`config.mk`:
```
export PLATFORM = sky130hd
export DESIGN_NAME = branch_predictor_flat
export DESIGN_NICKNAME = d
export VERILOG_FILES = /design/src/rtl/branch_predictor_if.sv /design/src/rtl/branch_predictor.sv /design/src/flat_wrapper.sv
export SDC_FILE = /design/constraint.sdc
export NUM_CORES = 2
export LEC_CHECK = 0
export ABC_CLOCK_PERIOD_IN_PS = 4600
export CAP_MARGIN = 40
export CORE_MARGIN = 1
export CORE_UTILIZATION = 35
export CTS_BUF_LIST = sky130_fd_sc_hd__clkbuf_8
export DETAILED_ROUTE_END_ITERATION = 16
export PLACE_DENSITY = 0.58
export SYNTH_ARGS = -nofsm -noshare
export SYNTH_HDL_FRONTEND = slang
export SYNTH_SLANG_ARGS = --single-unit
```
`constraint.sdc`:
```
create_clock -name clk -period 4.6 [get_ports clk]
set_input_delay 0.69 -clock clk [delete_from_list [all_inputs] [get_ports clk]]
set_output_delay 0.69 -clock clk [all_outputs]
set_load 0.02 [all_outputs]
```
`src/rtl/branch_predictor_if.sv`:
```
// Fetch lookup and Execute resolution signals between the pipeline and the branch predictor.
// The pipeline drives through the master modport; the predictor uses the slave modport.
interface branch_predictor_if #(
  parameter int ADDR_WIDTH = 32,
  parameter int CNT_WIDTH  = 32
);
  logic [ADDR_WIDTH-1:0] PCF;
  logic                  PredTakenF;
  logic [ADDR_WIDTH-1:0] PredTargetF;
  logic                  BranchE;
  logic [ADDR_WIDTH-1:0] PCE;
  logic                  PredTakenE;
  logic [ADDR_WIDTH-1:0] PredTargetE;
  logic                  ActualTakenE;
  logic [ADDR_WIDTH-1:0] ActualTargetE;
  logic                  flushBranch;
  logic [ADDR_WIDTH-1:0] RecoverPCE;
  logic [CNT_WIDTH-1:0]  BranchCount;
  logic [CNT_WIDTH-1:0]  MispredCount;

  modport master (
    output PCF, BranchE, PCE, PredTakenE, PredTargetE, ActualTakenE, ActualTargetE,
    input  PredTakenF, PredTargetF, flushBranch, RecoverPCE, BranchCount, MispredCount
  );

  modport slave (
    input  PCF, BranchE, PCE, PredTakenE, PredTargetE, ActualTakenE, ActualTargetE,
    output PredTakenF, PredTargetF, flushBranch, RecoverPCE, BranchCount, MispredCount
  );
endinterface

```
`src/rtl/branch_predictor.sv`:
```
// Direct-mapped BTB with 2-bit saturating counters: combinational Fetch lookup,
// Execute misprediction resolve/recovery, and saturating branch/mispredict counters.
module branch_predictor #(
  parameter int ADDR_WIDTH = 32,
  parameter int INDEX_BITS = 4,
  parameter int CNT_WIDTH  = 32
) (
  input logic               clk,
  input logic               rst_n,
  branch_predictor_if.slave bp
);
  localparam int ENTRIES = 1 << INDEX_BITS;
  localparam int TAG_W   = ADDR_WIDTH - INDEX_BITS - 2;

  logic                  valid_r  [ENTRIES];
  logic [1:0]            ctr_r    [ENTRIES];
  logic [TAG_W-1:0]      tag_r    [ENTRIES];
  logic [ADDR_WIDTH-1:0] target_r [ENTRIES];
  logic [CNT_WIDTH-1:0]  branch_cnt_r;
  logic [CNT_WIDTH-1:0]  mispred_cnt_r;

  logic [INDEX_BITS-1:0] idx_f_s;
  logic [TAG_W-1:0]      tag_f_s;
  logic                  hit_f_s;
  logic [INDEX_BITS-1:0] idx_e_s;
  logic [TAG_W-1:0]      tag_e_s;
  logic                  hit_e_s;
  logic                  mispredict_s;
  logic                  flush_s;

  function automatic logic [1:0] ctr_inc(input logic [1:0] c);
    if (c == 2'b11) return 2'b11;
    else            return c + 2'b01;
  endfunction

  function automatic logic [1:0] ctr_dec(input logic [1:0] c);
    if (c == 2'b00) return 2'b00;
    else            return c - 2'b01;
  endfunction

  function automatic logic [CNT_WIDTH-1:0] cnt_sat_inc(input logic [CNT_WIDTH-1:0] c);
    if (&c) return c;
    else    return c + CNT_WIDTH'(32'd1);
  endfunction

  // Fetch lookup: predicted direction and next PC straight from the BTB, no bypass.
  always_comb begin
    idx_f_s = bp.PCF[INDEX_BITS+1:2];
    tag_f_s = bp.PCF[ADDR_WIDTH-1:INDEX_BITS+2];
    hit_f_s = valid_r[idx_f_s] && (tag_r[idx_f_s] == tag_f_s);
    if (hit_f_s && ctr_r[idx_f_s][1]) begin
      bp.PredTakenF  = 1'b1;
      bp.PredTargetF = target_r[idx_f_s];
    end else begin
      bp.PredTakenF  = 1'b0;
      bp.PredTargetF = bp.PCF + ADDR_WIDTH'(32'd4);
    end
  end

  // Execute resolution: compare the carried prediction with the actual outcome.
  always_comb begin
    idx_e_s      = bp.PCE[INDEX_BITS+1:2];
    tag_e_s      = bp.PCE[ADDR_WIDTH-1:INDEX_BITS+2];
    hit_e_s      = valid_r[idx_e_s] && (tag_r[idx_e_s] == tag_e_s);
    mispredict_s = (bp.ActualTakenE != bp.PredTakenE) ||
                   (bp.ActualTakenE && (bp.ActualTargetE != bp.PredTargetE));
    // Reset gates the flush directly so it drops the moment rst_n falls.
    flush_s      = rst_n && bp.BranchE && mispredict_s;
    if (bp.ActualTakenE) begin
      bp.RecoverPCE = bp.ActualTargetE;
    end else begin
      bp.RecoverPCE = bp.PCE + ADDR_WIDTH'(32'd4);
    end
  end

  // Drive the flush and performance counter outputs.
  always_comb begin
    bp.flushBranch  = flush_s;
    bp.BranchCount  = branch_cnt_r;
    bp.MispredCount = mispred_cnt_r;
  end

  // BTB training on resolved branches; misses allocate only when taken.
  always_ff @(posedge clk or negedge rst_n) begin
    if (!rst_n) begin
      for (int i = 0; i < ENTRIES; i++) begin
        valid_r[i]  <= 1'b0;
        ctr_r[i]    <= 2'b01;
        tag_r[i]    <= '0;
        target_r[i] <= '0;
      end
    end else if (bp.BranchE) begin
      if (hit_e_s) begin
        if (bp.ActualTakenE) begin
          ctr_r[idx_e_s]    <= ctr_inc(ctr_r[idx_e_s]);
          target_r[idx_e_s] <= bp.ActualTargetE;
        end else begin
          ctr_r[idx_e_s]    <= ctr_dec(ctr_r[idx_e_s]);
        end
      end else if (bp.ActualTakenE) begin
        valid_r[idx_e_s]  <= 1'b1;
        tag_r[idx_e_s]    <= tag_e_s;
        target_r[idx_e_s] <= bp.ActualTargetE;
        ctr_r[idx_e_s]    <= 2'b10;
      end else begin
        valid_r[idx_e_s]  <= valid_r[idx_e_s];
      end
    end else begin
      valid_r[idx_e_s] <= valid_r[idx_e_s];
    end
  end

  // Saturating performance counters.
  always_ff @(posedge clk or negedge rst_n) begin
    if (!rst_n) begin
      branch_cnt_r  <= '0;
      mispred_cnt_r <= '0;
    end else if (bp.BranchE) begin
      branch_cnt_r <= cnt_sat_inc(branch_cnt_r);
      if (flush_s) begin
        mispred_cnt_r <= cnt_sat_inc(mispred_cnt_r);
      end else begin
        mispred_cnt_r <= mispred_cnt_r;
      end
    end else begin
      branch_cnt_r  <= branch_cnt_r;
      mispred_cnt_r <= mispred_cnt_r;
    end
  end
endmodule

```
`src/flat_wrapper.sv`:
```
// flat-port wrapper written by rule: the top's interface ports become plain ports
module branch_predictor_flat 
#(
  parameter int ADDR_WIDTH = 32,
  parameter int INDEX_BITS = 4,
  parameter int CNT_WIDTH  = 32
)
  (clk, rst_n, bp_PCF, bp_BranchE, bp_PCE, bp_PredTakenE, bp_PredTargetE, bp_ActualTakenE, bp_ActualTargetE, bp_PredTakenF, bp_PredTargetF, bp_flushBranch, bp_RecoverPCE, bp_BranchCount, bp_MispredCount);
  branch_predictor_if #(.ADDR_WIDTH(ADDR_WIDTH), .CNT_WIDTH(CNT_WIDTH)) bp_i ();
  input logic clk;
  input logic rst_n;
  input wire logic [$bits(bp_i.PCF)-1:0] bp_PCF;
  input wire logic [$bits(bp_i.BranchE)-1:0] bp_BranchE;
  input wire logic [$bits(bp_i.PCE)-1:0] bp_PCE;
  input wire logic [$bits(bp_i.PredTakenE)-1:0] bp_PredTakenE;
  input wire logic [$bits(bp_i.PredTargetE)-1:0] bp_PredTargetE;
  input wire logic [$bits(bp_i.ActualTakenE)-1:0] bp_ActualTakenE;
  input wire logic [$bits(bp_i.ActualTargetE)-1:0] bp_ActualTargetE;
  output wire logic [$bits(bp_i.PredTakenF)-1:0] bp_PredTakenF;
  output wire logic [$bits(bp_i.PredTargetF)-1:0] bp_PredTargetF;
  output wire logic [$bits(bp_i.flushBranch)-1:0] bp_flushBranch;
  output wire logic [$bits(bp_i.RecoverPCE)-1:0] bp_RecoverPCE;
  output wire logic [$bits(bp_i.BranchCount)-1:0] bp_BranchCount;
  output wire logic [$bits(bp_i.MispredCount)-1:0] bp_MispredCount;
  assign bp_i.PCF = bp_PCF;
  assign bp_i.BranchE = bp_BranchE;
  assign bp_i.PCE = bp_PCE;
  assign bp_i.PredTakenE = bp_PredTakenE;
  assign bp_i.PredTargetE = bp_PredTargetE;
  assign bp_i.ActualTakenE = bp_ActualTakenE;
  assign bp_i.ActualTargetE = bp_ActualTargetE;
  assign bp_PredTakenF = bp_i.PredTakenF;
  assign bp_PredTargetF = bp_i.PredTargetF;
  assign bp_flushBranch = bp_i.flushBranch;
  assign bp_RecoverPCE = bp_i.RecoverPCE;
  assign bp_BranchCount = bp_i.BranchCount;
  assign bp_MispredCount = bp_i.MispredCount;
  branch_predictor #(.ADDR_WIDTH(ADDR_WIDTH), .INDEX_BITS(INDEX_BITS), .CNT_WIDTH(CNT_WIDTH)) u_core (.clk(clk), .rst_n(rst_n), .bp(bp_i));
endmodule
```
# Word-level counts from Yosys, hierarchy flattened
# Cells that the tools add are included.
dict set report op_classes {
  addsub 6
  n_lt_le_gt_ge 3
  n_eq_ne 6
  mux 51
  n_bitwise 9
  n_reduce_logical 17
}
# operator n
set op_table {}
lappend op_table {{$bwmux 512} 1}
lappend op_table {{$bwmux 416} 1}
lappend op_table {{$mux 32} 8}
lappend op_table {{$bmux 26 s4} 2}
lappend op_table {{$mux 26} 5}
lappend op_table {{$bmux 32 s4} 1}
lappend op_table {{$demux 32 s4} 1}
lappend op_table {{$demux 26 s4} 1}
lappend op_table {{$add 32x1->32 const B} 2}
lappend op_table {{$add 32x3->32 const B} 2}
lappend op_table {{$bwmux 32} 2}
lappend op_table {{$reduce_and 32->1} 2}
lappend op_table {{$eq 26x26->1} 2}
lappend op_table {{$mux 16} 3}
lappend op_table {{$ne 32x32->1} 1}
lappend op_table {{$or 16x16->16} 2}
lappend op_table {{$mux 2} 13}
lappend op_table {{$and 16x16->16} 1}
lappend op_table {{$bmux 2 s4} 2}
lappend op_table {{$bwmux 16} 1}
lappend op_table {{$not 16->16} 1}
lappend op_table {{$ge 5x5->1 const B} 2}
lappend op_table {{$not 4->5} 2}
lappend op_table {{$bmux 1 s4} 2}
lappend op_table {{other kinds (16)} 32}
dict set report totals {
  register_bits 1040
  in_bits 133
}

# Logic depth before layout (Yosys ltp)
dict set report depth {
  ltp_word 12
  ltp_mapped 15
}

# Worst setup path after synthesis
# No wires, ideal clock.
dict set report synth_timing {
  path_kind {input to output}
  from {input port bp_PCF[2]}
  to {output port bp_PredTargetF[10]}
  t_arrival_ns 3.868
  required_time_ns 3.910
  setup_slack_ns 0.042
  stages 10
  n_path_buf 7
  path_cell_list {buf_4 > buf_6 > buf_6 > buf_4 > buf_2 > clkbuf_1 > buf_1 > mux4_2 > mux4_2 > mux2_1}
}
dict set report synth_between {
  elab_chain_cells 8
  elab_cells_between_ends 18
  cone_classes {add/sub: 1; eq/ne: 1; mux: 13; bitwise: 1; reduce/logical: 2}
}
# item line
set synth_rtl {}
lappend synth_rtl {{from (decl)} flat_wrapper.sv:12} ;# input wire logic [$bits(bp_i.PCF)-1:0] bp_PCF;
lappend synth_rtl {{$not 4->5 (not written as such)} {branch_predictor.sv:50, branch_predictor.sv:51, branch_predictor.sv:53}}
lappend synth_rtl {{$bmux 26 s4} branch_predictor.sv:50} ;# hit_f_s = valid_r[idx_f_s] && (tag_r[idx_f_s] == tag_f_s);
lappend synth_rtl {{$mux 26 (not written as such) (2 in series)} branch_predictor.sv:50}
lappend synth_rtl {{$eq 26x26->1} branch_predictor.sv:50}
lappend synth_rtl {{$logic_and 1x1->1} branch_predictor.sv:50}
lappend synth_rtl {{$logic_and 1x1->1} branch_predictor.sv:51} ;# if (hit_f_s && ctr_r[idx_f_s][1]) begin
lappend synth_rtl {{$mux 32 (*)} branch_predictor.sv:51}
lappend synth_rtl {{to (decl)} flat_wrapper.sv:20} ;# output wire logic [$bits(bp_i.PredTargetF)-1:0] bp_PredTargetF;
# Every way passes the cells marked *; elsewhere a longest branch is shown, timed or not. The select of a mux whose other input is x is not followed.

# Final worst setup path
dict set report layout_timing {
  from {register u_core.tag_r[317] (netlist name)}
  to {output port bp_PredTargetF[30]}
}
dict set report layout_between {
  elab_chain_cells 7
}
# item line
set layout_rtl {}
lappend layout_rtl {{from (decl)} branch_predictor.sv:17} ;# logic [TAG_W-1:0] tag_r [ENTRIES];
lappend layout_rtl {{from (signal, indexed assignment)} branch_predictor.sv:102} ;# tag_r[idx_e_s] <= tag_e_s;
lappend layout_rtl {{$bmux 26 s4} branch_predictor.sv:50}
lappend layout_rtl {{$mux 26 (not written as such) (2 in series)} branch_predictor.sv:50}
lappend layout_rtl {{$eq 26x26->1} branch_predictor.sv:50}
lappend layout_rtl {{$logic_and 1x1->1} branch_predictor.sv:50}
lappend layout_rtl {{$logic_and 1x1->1} branch_predictor.sv:51}
lappend layout_rtl {{$mux 32} branch_predictor.sv:51}
# No other way between the ends. The select of a mux whose other input is x is not followed.

==> key figures <==
Status
  – Status: finished, violations left
  – Failing checks: setup timing

Logic synthesis
  – Post-synth EDFFs: 0
  – Synth async-reset ratio: 1.00
  – Sequential cell area fraction in the yosys report: 0.475
  – Cells after Synth: 3,696
  – Mapped Area: 54,800 µm²
  – Post-synth net total: 3,836
  – FF+latch count, synth: 1,040
  – Avg Cell Area, Syn: 14.8 µm²
  – Post-synth top flop: dfrtp_1
  – Post-synth cell types: 82
  – YS warnings: 0

Run
  – Max-Cap Viols: 0

Place
  – Post-DP HPWL: 126,000 µm
  – Input/output buffers: between 200 and 300
  – Placed insts: 6,039
  – Area post-placement: 62,100 µm²
  – GPL Wtd Cong: 0.956

STA
  – Setup Viol. Count Final: 32
  – Hold Fails Final Rpt: 0
  – Worst slew pin tran: 1.02 ns
  – Clk_skew: between 0.05 and 0.06 ns
  – Slew margin rel.: 0.322
  – Hold_ws: 0.257 ns
  – Final Max Tran Viols: 0
  – Post-layout min period: 5.00 ns
  – Crit share post-route: 1.09
  – RSZ-0062 raised after global routing: true
  – F_max: 0.200 GHz
  – Final WS setup: -0.399 ns

Setup path
  – CP startpoint kind: flop
  – Slowest cell on crit path: mux4_2
  – Max FO, Critical Path: 32
  – Most frequent CP cell: mux4_2
  – CP Class: flop to primary output
  – Crit-path cells: mux4_2 > mux4_2 > xor2_1 > nor2_1 > nand4_1 > or4_4 > nand3b_1 > buf_12 > mux2_1 > clkdlybuf4s15_2
  – Worst EP required: 3.91 ns
  – Crit end category: primary output
  – Max incr delay on CP: roughly 0.5 ns
  – CP arrival: 4.31 ns

Floorplanning
  – Die Wd: 398 µm
  – Standard-cell rows: 144
  – Starting density of the core: 0.354
  – Die footprint: around 160,000 µm²
  – Die Y: roughly 400 µm
  – Core ar.: ~150,000 µm²
  – # IOs: about 260

CTS
  – Clock Sinks: 1,040
  – CTS Buf Count: 183
  – H-Tree Depth: 4
  – CTS tree: done
  – # Post-CTS Setup Buffers: 0
  – Reg clk slew, reported paths: 0.07 ns
  – Clk_lat worst skew: 0.95 ns
  – Root Driver: clkbuf_8
  – CTS Buffer Depth: 3

Pwr
  – Overall power: between 20,000 and 30,000 µW
  – Leakage power: 0.0284 µW
  – Worst vdd ir: 0.264 mV
  – Power Dens Cells: 411 nW/µm²

Global route
  – GRT overflow: 0
  – Largest net degree at the start of global routing: 184
  – Vias in the first global route: 36,800
  – Overall Global Routing Usage: 0.235
  – First-pass GRT wire length: 269,000 µm
  – Antenna violations before repair: 7

Routing
  – DR iter-0 viols: 2,952
  – Via Count: between 30,000 and 40,000
  – Vias/cell: approximately 5.6
  – Routed length per instance: slightly below 30 µm
  – Detailed Routing Iterations Pass 1: 7
  – Post-route ant nets: 0
  – DRT Wirelength: around 180,000 µm
  – DR DRC count: 0

Finish
  – Final Instance Area: 65,900 µm²
  – Non-filler cells, final: between 6,000 and 7,000
  – Final Util: 0.426
  – Filler Cells Inserted: around 14,000
  – Share of layout cells above drive strength 1: 0.487
  – Layout Nets: ~4,300
  – Layout area overhead: 20.3%

Hold path
  – Hold WC Path Type: input pin to async pin
-- kinds of logic after synthesis --
kind of cell | after synthesis | synth area share
flops | 1040 | 0.475
mux | 1429 | 0.388
simple gates | 462 | 0.0441
compound gates | 178 | 0.0222
xor+xnor | 206 | 0.0329
fa+ha+maj | 8 | 0.00178
buf+inv | 373 | 0.0359
-- cell usage after synthesis (6+ instances only) --
master	number	area share
a21oi_1	41	0.0037
a22o_1	22	0.0035
a22oi_1	15	0.0021
and2_1	7	0.00080
and3_1	23	0.0026
and4_1	13	0.0021
buf_1	31	0.0021
buf_12	6	0.0022
buf_2	61	0.0056
buf_4	28	0.0038
buf_6	25	0.0051
clkbuf_1	182	0.012
dfrtp_1	1024	0.47
dfstp_2	16	0.0077
dlygate4sd1_1	10	0.0016
ha_1	7	0.0016
inv_1	23	0.0016
mux2_1	35	0.0072
mux2_2	744	0.15
mux2_4	200	0.055
mux2i_1	59	0.011
mux4_1	17	0.0082
mux4_2	374	0.15
nand2_1	138	0.0095
nand3_1	83	0.0076
nand4_1	37	0.0042
nor2_1	75	0.0051
nor2b_1	9	0.0010
nor3_1	18	0.0016
nor3_4	10	0.0030
nor4_1	10	0.0011
o211ai_1	8	0.0011
o21ai_0	44	0.0040
xnor2_1	133	0.021
xor2_1	73	0.012
-- flip-flops by register name, summed over array words and instances (netlist names) --
| name | count |
|---|---|
| u_core.target_r | 512 |
| u_core.bp.BranchCount | 32 |
| u_core.valid_r | 16 |
| u_core.tag_r | 416 |
| u_core.ctr_r | 32 |
| u_core.bp.MispredCount | 32 |
-- metal layers --
metal / routed length (µm) / up-vias / global-route usage
met5: 13 / - / 0
met4: 5090 / 2 / 0.0705
met3: 16700 / 283 / 0.0723
met2: 81600 / 1466 / 0.346
met1: 80900 / 19300 / 0.330
li1: - / 14800 / -
-- path summary, 6_finish.rpt --
path                       slack [ns]                     start                        to  depth (start not counted)
setup reg to reg                 0.86          u_core.tag_r[47]          u_core.tag_r[61]                         13
setup / recovery                -0.40         u_core.tag_r[317]        bp_PredTargetF[30]                         10
hold reg to reg                  0.50  u_core.bp.BranchCount[8]  u_core.bp.BranchCount[8]                          1
min in group clk                 0.50  u_core.bp.BranchCount[8]  u_core.bp.BranchCount[8]                          1
max in group asynchronous        2.41                     rst_n       u_core.target_r[77]                          4
hold / removal                   0.26                     rst_n          u_core.ctr_r[19]                          2
-- area by class of cell --
cell class,instances,area (µm²),area share
Antenna cell,4,10.0,0.000152
Clock buffer,225,3100,0.0470
Clock inverter,96,741,0.0112
Inverter,25,93.8,0.00142
Multi-Input combinational cell,2283,27000,0.409
Sequential cell,1040,26000,0.395
Tap cell,2044,2560,0.0388
Timing Repair Buffer,648,6390,0.0969
-- cells in the final DEF, fill, tap and decap left out, types with 43 or more instances in the layout --
cell type / synthesis / routed
mux2_4: 200 / 200
clkdlybuf4s50_1: 0 / 204
xnor2_1: 133 / 132
buf_4: 28 / 326
mux2_2: 744 / 744
xor2_1: 73 / 73
buf_12: 6 / 79
clkbuf_8: 0 / 225
mux4_2: 374 / 374
mux2i_1: 59 / 59
nor2_1: 75 / 59
inv_1: 23 / 75
nand2_1: 138 / 138
dfrtp_1: 1024 / 1024
o21ai_0: 44 / 43
nand3_1: 83 / 80
-- per-stage QoR --
step / setup slack, ns / TNS (ns)
final: -0.399 / -8.98
after detailed placement: -0.566 / -15.89
after global placement: -0.544 / -15.36
after global routing: -0.526 / -13.14
after floorplan: 0.0416 / 0
after CTS: -0.512 / -11.53
-- report_power, final --
part	internal [µW]	switching, µW	leakage, µW
Sequential	10900	1190	0.0133
Combinational	3490	2480	0.0129
Clock	4820	4200	0.00217
Total	19200	7880	0.0284
-- what timing repair did --
item	in CTS	in global routing
setup endpoints to repair	34	38
pin swaps	1	0
hold buffers	1	0
endpoints found under the hold margin	22	0
gates resized for setup	114	7
-- critical path, delay by kind of cell (launching register included) --
kind	cells	cell delay (ns)
xor+xnor	1	0.16
mux	3	1.34
simple gates	4	0.95
flops	1	0.41
buf+inv	2	0.47
Note: power is estimated with default switching activity, not from simulation.
